`src/rtl/mdu_sequencer.sv`:
```
// Multiply/divide unit for the E stage: HI/LO registers plus a fixed-latency busy sequencer.
// Optional build macro MDU_DIVZERO_GUARD_EN shortens divide-by-zero to one busy cycle with no HI/LO write.
module mdu_sequencer #(
  parameter int MULT_CYCLES = 5,
  parameter int DIV_CYCLES  = 10
) (
  input  logic        clk,
  input  logic        reset,
  input  logic [2:0]  md_op,
  input  logic [31:0] rs_val,
  input  logic [31:0] rt_val,
  input  logic        md_use_d,
  output logic        start,
  output logic        busy,
  output logic        stall_req,
  output logic [31:0] hi,
  output logic [31:0] lo
);

  localparam int MAX_CYCLES = (MULT_CYCLES > DIV_CYCLES) ? MULT_CYCLES : DIV_CYCLES;
  localparam int CW         = $clog2(MAX_CYCLES + 1);

`ifdef MDU_DIVZERO_GUARD_EN
  localparam bit DIVZERO_GUARD = 1'b1;
`else
  localparam bit DIVZERO_GUARD = 1'b0;
`endif

  typedef enum logic [1:0] {
    S_IDLE = 2'd0,
    S_MUL  = 2'd1,
    S_DIV  = 2'd2
  } state_t;

  state_t        state_r, state_nxt_s;
  logic [CW-1:0] cnt_r, cnt_nxt_s;
  logic          busy_r;
  logic [31:0]   a_r, b_r, hi_r, lo_r;
  logic          sgn_r, wr_r;
  logic          start_s, is_mul_s, is_sgn_s, div0_s, done_s;
  logic [31:0]   a_mag_s, b_mag_s, q_mag_s, r_mag_s, q_s, r_s;
  logic [63:0]   prod_mag_s, prod_s, res_s;
  logic          neg_s;

  // Decode the E-stage opcode into multiply/signed flags
  always_comb begin
    is_mul_s = 1'b0;
    is_sgn_s = 1'b0;
    case (md_op)
      3'd1: begin is_mul_s = 1'b1; is_sgn_s = 1'b1; end
      3'd2: begin is_mul_s = 1'b1; is_sgn_s = 1'b0; end
      3'd3: begin is_mul_s = 1'b0; is_sgn_s = 1'b1; end
      3'd4: begin is_mul_s = 1'b0; is_sgn_s = 1'b0; end
      default: begin is_mul_s = 1'b0; is_sgn_s = 1'b0; end
    endcase
  end

  // Handshake outputs: start only when idle, stall covers start cycle and every busy cycle
  always_comb begin
    start_s   = (md_op >= 3'd1) && (md_op <= 3'd4) && (state_r == S_IDLE);
    div0_s    = !is_mul_s && (rt_val == 32'd0);
    done_s    = (state_r != S_IDLE) && (cnt_r == CW'(1));
    stall_req = md_use_d & (start_s | busy_r);
  end

  // Next-state and counter sequencing
  always_comb begin
    state_nxt_s = state_r;
    cnt_nxt_s   = cnt_r;
    case (state_r)
      S_IDLE: begin
        if (start_s) begin
          if (is_mul_s) begin
            state_nxt_s = S_MUL;
            cnt_nxt_s   = CW'(MULT_CYCLES);
          end else if (DIVZERO_GUARD && div0_s) begin
            state_nxt_s = S_DIV;
            cnt_nxt_s   = CW'(1);
          end else begin
            state_nxt_s = S_DIV;
            cnt_nxt_s   = CW'(DIV_CYCLES);
          end
        end else begin
          state_nxt_s = S_IDLE;
          cnt_nxt_s   = cnt_r;
        end
      end
      S_MUL, S_DIV: begin
        if (cnt_r == CW'(1)) begin
          state_nxt_s = S_IDLE;
          cnt_nxt_s   = CW'(0);
        end else begin
          state_nxt_s = state_r;
          cnt_nxt_s   = cnt_r - CW'(1);
        end
      end
      default: begin
        state_nxt_s = S_IDLE;
        cnt_nxt_s   = CW'(0);
      end
    endcase
  end

  // State, counter and busy registers
  always_ff @(posedge clk or posedge reset) begin
    if (reset) begin
      state_r <= S_IDLE;
      cnt_r   <= CW'(0);
      busy_r  <= 1'b0;
    end else begin
      state_r <= state_nxt_s;
      cnt_r   <= cnt_nxt_s;
      busy_r  <= (state_nxt_s != S_IDLE);
    end
  end

  // Sign-magnitude arithmetic shared by the signed and unsigned multiply/divide paths
  always_comb begin
    a_mag_s    = (sgn_r && a_r[31]) ? (32'd0 - a_r) : a_r;
    b_mag_s    = (sgn_r && b_r[31]) ? (32'd0 - b_r) : b_r;
    neg_s      = sgn_r & (a_r[31] ^ b_r[31]);
    prod_mag_s = {32'd0, a_mag_s} * {32'd0, b_mag_s};
    prod_s     = neg_s ? (64'd0 - prod_mag_s) : prod_mag_s;
    q_mag_s    = a_mag_s / b_mag_s;
    r_mag_s    = a_mag_s % b_mag_s;
    q_s        = neg_s ? (32'd0 - q_mag_s) : q_mag_s;
    r_s        = (sgn_r && a_r[31]) ? (32'd0 - r_mag_s) : r_mag_s;
    if (state_r == S_MUL) begin
      res_s = prod_s;
    end else if (b_r == 32'd0) begin
      res_s = {a_r, 32'hFFFF_FFFF};
    end else begin
      res_s = {r_s, q_s};
    end
  end

  // Operand capture and HI/LO update (result write or mthi/mtlo when idle)
  always_ff @(posedge clk or posedge reset) begin
    if (reset) begin
      a_r   <= 32'd0;
      b_r   <= 32'd0;
      sgn_r <= 1'b0;
      wr_r  <= 1'b0;
      hi_r  <= 32'd0;
      lo_r  <= 32'd0;
    end else begin
      if (start_s) begin
        a_r   <= rs_val;
        b_r   <= rt_val;
        sgn_r <= is_sgn_s;
        wr_r  <= !(DIVZERO_GUARD && div0_s);
      end
      if (done_s && wr_r) begin
        hi_r <= res_s[63:32];
        lo_r <= res_s[31:0];
      end else if (state_r == S_IDLE) begin
        case (md_op)
          3'd5:    hi_r <= rs_val;
          3'd6:    lo_r <= rs_val;
          default: begin hi_r <= hi_r; lo_r <= lo_r; end
        endcase
      end
    end
  end

  assign start = start_s;
  assign busy  = busy_r;
  assign hi    = hi_r;
  assign lo    = lo_r;

endmodule

```
`config.mk`:
```
export PLATFORM = sky130hd
export DESIGN_NAME = mdu_sequencer
export DESIGN_NICKNAME = d
export VERILOG_FILES = /design/src/rtl/mdu_sequencer.sv
export SDC_FILE = /design/constraint.sdc
export NUM_CORES = 2
export LEC_CHECK = 0
export ABC_AREA = 1
export CORE_ASPECT_RATIO = 0.5
export CORE_MARGIN = 2
export CORE_UTILIZATION = 40
export CTS_BUF_LIST = sky130_fd_sc_hd__clkbuf_2 sky130_fd_sc_hd__clkbuf_4 sky130_fd_sc_hd__clkbuf_8
export DETAILED_ROUTE_END_ITERATION = 8
export PLACE_DENSITY = 0.56
export SLEW_MARGIN = 0
export SYNTH_ARGS = -nofsm -noshare
export SYNTH_HDL_FRONTEND = slang
export SYNTH_SLANG_ARGS = --single-unit
```
`constraint.sdc`:
```
create_clock -name clk -period 90.3 [get_ports clk]
set_clock_uncertainty 0.05 [all_clocks]
set_input_delay 22.575 -clock clk [delete_from_list [all_inputs] [get_ports clk]]
set_output_delay 22.575 -clock clk [all_outputs]
set_load 0.01 [all_outputs]
```
==> summary.txt <==
Timing
  – Worst-Margin Slew: 1440 ps
  – Hold Fails Final Rpt: 0
  – Tmin final: 81350 ps
  – Final Max Tran Viols: 0
  – Hold_ws: 427 ps
  – FMAX: around 12 MHz
  – Max_slew headroom: 3.31%
  – Setup violators final: 0
  – Tcrit/Tclk final: between 90% and 100%

Place
  – Routability cong.: around 1.1
  – Port Buffers: ~140
  – Dpl hpwl: 246000 um

Clocking
  – CTS tree: yes
  – Max clock buf depth: 2
  – Hold-fix buffers, CTS: 0
  – Clock slew at reported path FFs: 110 ps
  – Clk root buf: clkbuf_8
  – CTS Buf Count: 17
  – Worst skew pair latency: 570 ps
  – H-tree levels: 4
  – # clock sinks: 137

Logic synthesis
  – Mux cell area share after synthesis: 0.0287%
  – Cells after Synth: 11200
  – Largest area contributor in the netlist: fa_1
  – Post-Synth Simple-Gate Area: 27.1%
  – Sequential element share of the synthesized area: 4.62%
  – Xor and xnor area share after synthesis: between 4 and 5%
  – Compound-Gate Fraction of Synth Area: 11.8%
  – Mapped cell area: 74200 sq um
  – Post-synth EDFFs: 0
  – Predominant post-synthesis flop cell: dfrtp_1
  – Count of cell types in the netlist: 88
  – Area share of the largest cell type after synthesis: 24.2%
  – Post-synthesis adder-cell area fraction: 37.8%
  – FFs w/ async S/R, synth: 100%
  – Largest family of logic cells by synthesized area: adder cells
  – Yosys warning total: 0
  – Yosys reg bits: 137
  – Syn_nets: 13000
  – Synth top area cells: fa_1 24%, nand2_1 15%, ha_1 14%
  – Syn Area/Cell: around 6.6 sq um

Layout
  – Area Growth Syn to Fin: 7.11%
  – Filler Cells Inserted: just under 20000
  – Multi-input gate area: 61100 sq um
  – Nets@finish: 13000
  – Post-Route Utilization: between 40 and 50%
  – Reg area: 3430 sq um
  – Proportion of layout cells with a drive suffix above 1: approximately 5.6%

Floorplan
  – Die Ht: 309 um
  – Initial core utilization: around two fifths
  – Die span in x: 613 um
  – FP Rows: about 110
  – Core area: 184000 sq um
  – I/O Pins: 137
  – Total die area: approximately 190000 sq um

Drt
  – Post-DRT Antenna Nets: 0
  – Routed WL: 311000 um
  – Routed wire per std cell: between 20 and 25 um
  – Vias: ~74000
  – Via density: about 5.4
  – DRC viols: 0
  – 1st-pass router iterations: 6
  – DR iter-0 viols: 7846

GRT
  – Largest net degree at the start of global routing: 89
  – GR Overflow Total: 0
  – Initial antenna violation count: 21
  – Vias in the first global route: 71900
  – Total track usage: 32.8%
  – First-pass GRT wire length: 463000 um

Job
  – MaxCap Viol Count: 0

Worst hold path
  – Min-delay src: wr_r
  – Worst Hold Class: reg2reg
  – Hold EP: wr_r
  – Hold Crit Depth: 2

Worst setup path
  – Most frequent CP cell: nand2_1
  – R2r startpoint: b_r[0]
  – Worst Path Max Fanout: a little under 60
  – R2R setup slack: around 9000 ps
  – WP data required: 90680 ps
  – Endpoint type of the worst setup path: flip-flop
  – CP peak stage delay: 490 ps
  – Slowest CP cell: nor4_1
  – R2R cell count: around 550
  – Reg2reg end: lo[28]
  – Startpoint Class: flip-flop
  – Arr. time, crit path: about 82000 ps
  – WS Path Type: reg2reg

Status
  – Status: finished clean
layer usage:
layer	vias to the layer above	global-route usage, %	share of wire [%]
li1	34900	-	-
met1	35900	47.0	45
met2	3062	49.7	42
met3	403	5.22	9.2
met4	0	12.0	4.2
met5	-	0	0
cell usage after synthesis, types with 65 or more instances:
cell type / instances
o21ai_1: 65
nor3_1: 135
xor2_1: 295
ha_1: 807
or2_2: 123
xnor2_1: 122
dfrtp_1: 137
fa_1: 897
a31oi_1: 99
nor2_1: 775
a21oi_1: 628
nand3_1: 478
clkbuf_1: 234
nand2_1: 2985
o21ai_0: 390
inv_1: 2219
nand4_1: 81
worst max-delay path by stage:
stage,from,end,depth (start not counted)
final,b_r[0],lo[28],545
after global routing,b_r[0],lo[28],559
after CTS,b_r[0],lo[28],560
after detailed placement,b_r[0],lo[28],560
after global placement,b_r[0],lo[28],559
after floorplan,b_r[0],lo[28],558
metrics by stage:
stage	setup slack, ps	instances	instance area (sq um)	TNS (ps)
after floorplan	21540	11200	74200	0
after global placement	5240	13600	78700	0
after detailed placement	4570	13600	78700	0
after CTS	4190	13700	79100	0
after global routing	-50.9	13700	79500	-50.9
final	8950	13700	79500	0
layout by cell type, fill, tap and decap left out, types with 42 or more instances in the layout:
cell             instances
nand2_2                 45
dfrtp_1                137
buf_4                  171
o21ai_1                 63
a31oi_1                 99
nor3_1                 130
nand4_1                 81
inv_1                 2207
nor2_1                 775
nor4_1                  42
nand2_1               2976
fa_1                   897
clkdlybuf4s50_1        136
inv_2                   67
nand3_1                474
xnor2_1                122
or2_2                  123
xor2_1                 281
o21ai_0                385
a21oi_1                627
ha_1                   806
repair_timing:
item	in CTS	in global routing
setup buffers	0	24
resized for setup	0	61
endpoints found under the setup margin	0	64
cells by family (layout without fill, tap and decap cells):
group / after synthesis / after routing
XOR/XNOR: 417 / 417
flip-flops: 137 / 137
AND/OR/NAND/NOR: 4796 / 4798
buffers and inverters: 2654 / 2647
other: 0 / 5
AO/OA/AOI/OAI: 1509 / 1509
adder cells (fa/ha/maj): 1704 / 1704
multiplexers: 2 / 2
state kept, by name, indices dropped and copies added (netlist names):
| register | count |
|---|---|
| b_r | 32 |
| state_r | 2 |
| sgn_r | 1 |
| cnt_r | 4 |
| wr_r | 1 |
| hi | 32 |
| lo | 32 |
| busy | 1 |
| a_r | 32 |
final cells by class:
type / count / area share (%)
antenna: 5 / 0.0157
clock buffer: 17 / 0.294
clock inverter: 15 / 0.219
inverter: 2300 / 10.9
multi-input combinational: 8430 / 76.9
sequential: 137 / 4.31
tap: 2486 / 3.91
timing repair buffer: 315 / 3.47
critical path: cells and delay by family, from the launching register on:
kind | cells | cell delay, ps
fa+ha+maj | 32 | 10200
simple gates | 277 | 34200
xor+xnor | 7 | 1230
compound gates | 142 | 25570
flops | 1 | 380
buf+inv | 87 | 9410
Power is left out: the tool's default activity adds up to more than one toggle a clock period on the data nets, which glitch-free logic cannot reach.
